===== config.mk =====
export PLATFORM = sky130hd
export DESIGN_NAME = mole_autoplayer
export DESIGN_NICKNAME = d
export VERILOG_FILES = /design/src/rtl/mole_autoplayer.sv
export SDC_FILE = /design/constraint.sdc
export NUM_CORES = 1
export LEC_CHECK = 0
export ABC_AREA = 0
export BUFFER_PORTS_ARGS = -buffer_cell sky130_fd_sc_hd__buf_2
export CAP_MARGIN = 20
export CORE_ASPECT_RATIO = 0.8
export CORE_UTILIZATION = 55
export DETAILED_ROUTE_END_ITERATION = 16
export PLACE_DENSITY = 0.76
export SETUP_SLACK_MARGIN = 0.1
export SLEW_MARGIN = 20
export SYNTH_ARGS = -nofsm -noshare
export SYNTH_HDL_FRONTEND = slang
export SYNTH_SLANG_ARGS = --single-unit

===== constraint.sdc =====
create_clock -name clk -period 2.6 [get_ports clk]
set_input_delay 0.26 -clock clk [delete_from_list [all_inputs] [get_ports clk]]
set_output_delay 0.26 -clock clk [all_outputs]
set_load 0.02 [all_outputs]

===== src/rtl/mole_autoplayer.sv =====
// Synthetic whack-a-mole player: watches one-hot mole LEDs and presses the
// matching switch after a reaction delay, with an optional deliberate-miss mode.
module mole_autoplayer #(
  parameter int unsigned REACT_CYCLES = 15000000,
  parameter int unsigned HOLD_CYCLES  = 60000000,
  parameter int unsigned MISS_EVERY   = 0
) (
  input  logic       clk,
  input  logic       reset,
  input  logic       enable,
  input  logic [8:0] leds,
  input  logic       game_over,
  output logic [8:0] switches,
  output logic       busy,
  output logic [7:0] press_count,
  output logic [7:0] miss_count
);

  localparam int unsigned NH       = 9;
  localparam int unsigned TW       = 32;
  localparam int unsigned CW       = 8;
  localparam int unsigned MISS_DIV = (MISS_EVERY == 0) ? 1 : MISS_EVERY;

  typedef enum logic [1:0] {IDLE, REACT, PRESS, WAIT_CHG} state_t;

  state_t          state, state_nx;
  logic [NH-1:0]   tgt, tgt_nx;
  logic [TW-1:0]   timer, timer_nx;
  logic [CW-1:0]   target_count, target_count_nx;
  logic [NH-1:0]   switches_nx;
  logic [CW-1:0]   press_count_nx, miss_count_nx;
  logic            valid, miss;
  logic [NH-1:0]   press_pos;

  always_ff @(posedge clk) begin
    if (reset) begin
      state        <= IDLE;
      tgt          <= '0;
      timer        <= '0;
      target_count <= '0;
      switches     <= '0;
      press_count  <= '0;
      miss_count   <= '0;
    end else begin
      state        <= state_nx;
      tgt          <= tgt_nx;
      timer        <= timer_nx;
      target_count <= target_count_nx;
      switches     <= switches_nx;
      press_count  <= press_count_nx;
      miss_count   <= miss_count_nx;
    end
  end

  assign busy = (state != IDLE);

  always_comb begin
    state_nx        = state;
    tgt_nx          = tgt;
    timer_nx        = timer;
    target_count_nx = target_count;
    switches_nx     = switches;
    press_count_nx  = press_count;
    miss_count_nx   = miss_count;

    valid     = (leds != '0) && ((leds & (leds - NH'(1))) == '0);
    miss      = (MISS_EVERY != 0) && ((TW'(target_count) % MISS_DIV) == '0);
    press_pos = miss ? {tgt[NH-2:0], tgt[NH-1]} : tgt;

    // Abort beats every other transition; counters are held.
    if (!enable || game_over) begin
      state_nx    = IDLE;
      switches_nx = '0;
    end else begin
      case (state)
        IDLE: begin
          if (valid) begin
            tgt_nx          = leds;
            timer_nx        = '0;
            target_count_nx = target_count + CW'(1);
            state_nx        = REACT;
          end
        end
        REACT: begin
          // A mole change wins over the terminal count.
          if (leds != tgt) begin
            if (valid) begin
              tgt_nx          = leds;
              timer_nx        = '0;
              target_count_nx = target_count + CW'(1);
            end else begin
              state_nx = IDLE;
            end
          end else if (timer == TW'(REACT_CYCLES - 1)) begin
            state_nx    = PRESS;
            switches_nx = press_pos;
            timer_nx    = '0;
            if (press_count != '1) press_count_nx = press_count + CW'(1);
            if (miss && (miss_count != '1)) miss_count_nx = miss_count + CW'(1);
          end else begin
            timer_nx = timer + TW'(1);
          end
        end
        PRESS: begin
          if (timer == TW'(HOLD_CYCLES - 1)) begin
            switches_nx = '0;
            timer_nx    = '0;
            state_nx    = WAIT_CHG;
          end else begin
            timer_nx = timer + TW'(1);
          end
        end
        WAIT_CHG: begin
          switches_nx = '0;
          if (leds != tgt) state_nx = IDLE;
        end
        default: begin
          state_nx    = IDLE;
          switches_nx = '0;
        end
      endcase
    end
  end

endmodule

==> impl_summary.txt <==
----------------------------------------------------
[Placed design]
  Buffers on Ports ... 30
  Total half-perimeter wirelength after legalization and detailed placement ... between 5000 and 6000 um
  Instance area after placement ... 3660 um^2
  Weighted congestion at the end of routability-driven global placement ... between 0.8 and 0.9

[Worst setup path]
  Largest fanout of any net on the critical path ... 18
  Worst endpoint required time ... around 2.8 ns
  Number of buffer and inverter instances along the worst setup path ... 2
  Critical Path Slowest Stage Cell ... sky130_fd_sc_hd__o41ai_4
  Maximum single-stage delay on the critical path ... ~0.43 ns
  Largest delay contributor family on the critical path ... compound AO/OA/AOI/OAI gates
  Setup crit start kind ... flip-flop
  Element type at the critical path end ... flip-flop
  Type of the worst setup path ... reg2reg
  Crit path cell chain ... nor3_1 -> nand3_2 -> o41ai_4 -> o21ai_2 -> buf_4 -> nand2_2 -> buf_12 -> o21bai_1 -> a21oi_1 -> mux2_2
  Arrival time reported for the critical path endpoint ... 2.68 ns

[STA]
  Setup_tns ... 0 ns
  Final setup skew ... about 0.0095 ns
  Setup-failing EPs final ... 0
  Share of the cycle needed by the critical path after routing ... 93.9%
  Max-slew violation total from the final report ... 0
  Max transition margin ... between 50% and 60%
  Peak Freq ... ~400 MHz
  Actual transition at the worst max-transition pin ... approximately 0.64 ns
  RSZ-0062 raised after global routing ... yes
  Worst hold margin ... roughly 0.23 ns
  Final Hold Viols ... 0
  Post-layout min period ... ~2.4 ns

[Global routing]
  Met1 Use GR ... 39.6%
  First-pass GRT wire length ... roughly 14,000 um
  Tot GR Track Use ... approximately 29%
  Number of antenna violations at the first check in global routing ... 0
  Most utilized layer in the global route result ... met2
  Total gr overflow ... 0
  Vias in the first global route ... roughly 2,900
  Maximum number of pins on one net before global-route repair ... 43
  Met3 capacity usage during global routing ... 7.83%
  Met2 layer usage reported by global route ... a little over two fifths

[Floorplanning]
  Die height ... just over 70 um
  Area of the die ... between 6000 and 7000 um^2
  Floorplan die width ... 89.1 um
  I/O pins ... 39
  Initial Util ... 59.1%
  Core area ... between 5000 and 6000 um^2
  Number of placement rows ... 24

[Power and ir drop]
  Fraction of power consumed by the clock network ... between 40% and 50%
  Internal Pwr Total ... ~1.5 mW
  Net switching share of the total power ... between 20% and 30%
  Proportion of power drawn by combinational gates ... under 10%
  Total net switching power ... between 0.4 and 0.5 mW
  Static Leakage ... ~1.5 nW
  Largest vdd supply drop ... 0.314 mV
  Total power after layout ... between 1.5 and 2 mW
  Part of the total power dissipated in sequential elements ... around 47%
  Power density of the placed cells ... about 500 nW/um^2

[Layout]
  P&R area growth vs syn ... 19.2%
  Layout cells sized above 1 ... 20.9%
  Commonest cells after routing, fill and taps aside ... 55 x sky130_fd_sc_hd__dfxtp_1, 49 x sky130_fd_sc_hd__nor2_1, 38 x sky130_fd_sc_hd__a21oi_1, 36 x sky130_fd_sc_hd__nand2_1, 30 x sky130_fd_sc_hd__buf_2
  Most common cell after layout, fill and taps aside ... sky130_fd_sc_hd__dfxtp_1
  Area of all sequential standard cells ... 1210 um^2
  Count of antenna diodes in the layout ... 0
  Net total in the final layout ... roughly 490
  Area of all placed cells without fillers ... 3980 um^2
  Multi-input gate area in the final layout ... 2090 um^2
  Number of filler cells placed in the layout ... a little under 500

[CTS]
  Clk root buf ... sky130_fd_sc_hd__clkbuf_8
  H-tree levels ... 3
  Sink Count ... 60
  TritonCTS clock tree ... done
  Hold_buf cts ... 0
  Clock transition at the registers of the reported paths ... roughly 0.070 ns
  Total clock buffers created by CTS ... 9
  Buffers from clock root to sink, at most ... 2
  Skew-Pair Late Insertion Delay ... between 0.3 and 0.4 ns

[Worst hold path]
  Type of the most critical hold path ... in2reg

[Logic synthesis]
  Post-synthesis sequential area ratio ... a little over a third
  Summed instance area of the synthesized netlist ... between 3000 and 4000 um^2
  Flop and latch count out of synthesis ... 60
  Number of instances in the synthesized netlist ... between 400 and 500
  Total number of yosys warnings ... 0
  Average footprint of a synthesized cell ... around 7.9 um^2
  Number of unique standard cell types used by synthesis ... 59
  Fraction of synthesis flops using an asynchronous set or reset pin ... 0%
  Post-synth EDFFs ... 0
  Flip-flop cell with the highest count after synthesis ... sky130_fd_sc_hd__dfxtp_1

[Routing]
  Final routed DRC violation total ... 0
  Routed length per instance ... roughly 16 um
  DRT iter0 DRCs ... between 200 and 300
  Antenna viol nets, final ... 0
  Total vias in the final route ... 3,271
  Total routed wirelength ... approximately 8600 um
  Via-per-instance ratio ... 5.97
  Iteration count of the initial detailed-routing pass ... 5

[Status]
  Run status ... completed

[Flow run]
  Maxcap violations ... 0

----------------------------------------------------
synthesized netlist by cell type, types with 6 or more instances:
master | number | area (um^2)
sky130_fd_sc_hd__dfxtp_1 | 60 | 1200
sky130_fd_sc_hd__nor2_1 | 49 | 184
sky130_fd_sc_hd__a21oi_1 | 38 | 190
sky130_fd_sc_hd__nand2_1 | 38 | 143
sky130_fd_sc_hd__o21ai_0 | 27 | 135
sky130_fd_sc_hd__nand3_1 | 17 | 85.1
sky130_fd_sc_hd__nor3_1 | 14 | 70.1
sky130_fd_sc_hd__xor2_1 | 12 | 105
sky130_fd_sc_hd__mux2i_1 | 11 | 110
sky130_fd_sc_hd__or3_1 | 11 | 68.8
sky130_fd_sc_hd__and3_1 | 9 | 56.3
sky130_fd_sc_hd__or2_2 | 9 | 56.3
sky130_fd_sc_hd__buf_4 | 8 | 60.1
sky130_fd_sc_hd__clkbuf_1 | 8 | 30.0
sky130_fd_sc_hd__inv_1 | 8 | 30.0
sky130_fd_sc_hd__nand4_1 | 8 | 50.1
sky130_fd_sc_hd__ha_1 | 6 | 75.1
sky130_fd_sc_hd__nor4_1 | 6 | 37.5
sky130_fd_sc_hd__or4_1 | 6 | 45.0
cell families (layout without fill, tap and decap cells):
group,Yosys count,after routing,synth area share [%]
AO/OA/AOI/OAI,94,94,17.1
XOR/XNOR,17,17,4.46
adder cells (fa/ha/maj),7,7,2.55
buffers and inverters,31,73,4.61
flip-flops,60,60,36.0
multiplexers,12,12,3.64
other,1,8,0.112
AND/OR/NAND/NOR,199,199,31.5
worst paths after layout:
kind              cells past startpoint                         to  slack, ns                     start
hold reg to reg                       2   switches[2]$_SDFFE_PP0P_       0.45  switches[2]$_SDFFE_PP0P_
setup reg to reg                     10     timer[31]$_SDFFE_PP0P_       0.16    timer[29]$_SDFFE_PP0P_
setup / recovery                     10     timer[31]$_SDFFE_PP0P_       0.16    timer[29]$_SDFFE_PP0P_
hold / removal                        3  press_pos[2]$_SDFFE_PP0P_       0.23                   leds[2]
through the flow:
step                setup WS [ns]  std cells  utilization [%]
CTS                         0.148        548             69.2
finish                      0.158        548             70.4
global route               0.0655        548             70.4
global placement            0.109        533             64.8
detailed placement         0.0505        533             64.8
floorplan                   0.403        428                -
registers in the layout, summed over array words and instances, names as in the netlist, named ones only:
| signal | flops |
|---|---|
| press_count | 8 |
| press_pos | 9 |
| state | 1 |
| switches | 9 |
| timer | 32 |
what timing repair did:
action                                 4_1_cts  5_1_grt
endpoints found under the hold margin        0        0
setup buffers                                0        0
resized for setup                            4       17
setup endpoints to repair                   13       18
pin swaps                                    1        3
layout make-up:
cell class / instances / share of cell area (%)
Clock inverter: 4 / 1.83
Clock buffer: 11 / 3.81
Tap cell: 78 / 2.46
Multi-Input combinational cell: 337 / 52.6
Inverter: 9 / 0.850
Sequential cell: 60 / 30.4
Timing Repair Buffer: 49 / 7.99
worst reg2reg max path: stages, from the launching register on:
cell and delay (ns):
sky130_fd_sc_hd__dfxtp_1 0.34, sky130_fd_sc_hd__nor3_1 0.35, sky130_fd_sc_hd__nand3_2 0.16, sky130_fd_sc_hd__o41ai_4 0.43, sky130_fd_sc_hd__o21ai_2 0.13, sky130_fd_sc_hd__buf_4 0.18
sky130_fd_sc_hd__nand2_2 0.12, sky130_fd_sc_hd__buf_12 0.16, sky130_fd_sc_hd__o21bai_1 0.12, sky130_fd_sc_hd__a21oi_1 0.08, sky130_fd_sc_hd__mux2_2 0.27
power groups by stage:
stage / combinational [mW] / sequential (mW) / clock (mW)
5_1_grt: 0.0821 / 0.918 / 0.995
6_report: 0.0753 / 0.919 / 0.944
3_3_place_gp: 0.0721 / 0.940 / 0
3_5_place_dp: 0.0732 / 0.940 / 0
2_1_floorplan: 0.0546 / 0.940 / 0
4_1_cts: 0.0745 / 0.920 / 0.962
routing by layer:
metal	up-vias	wire, um
li1	1598	-
met1	1518	3950
met2	136	3860
met3	19	640
met4	0	143
met5	-	0
(Power assumes the default switching activity.)
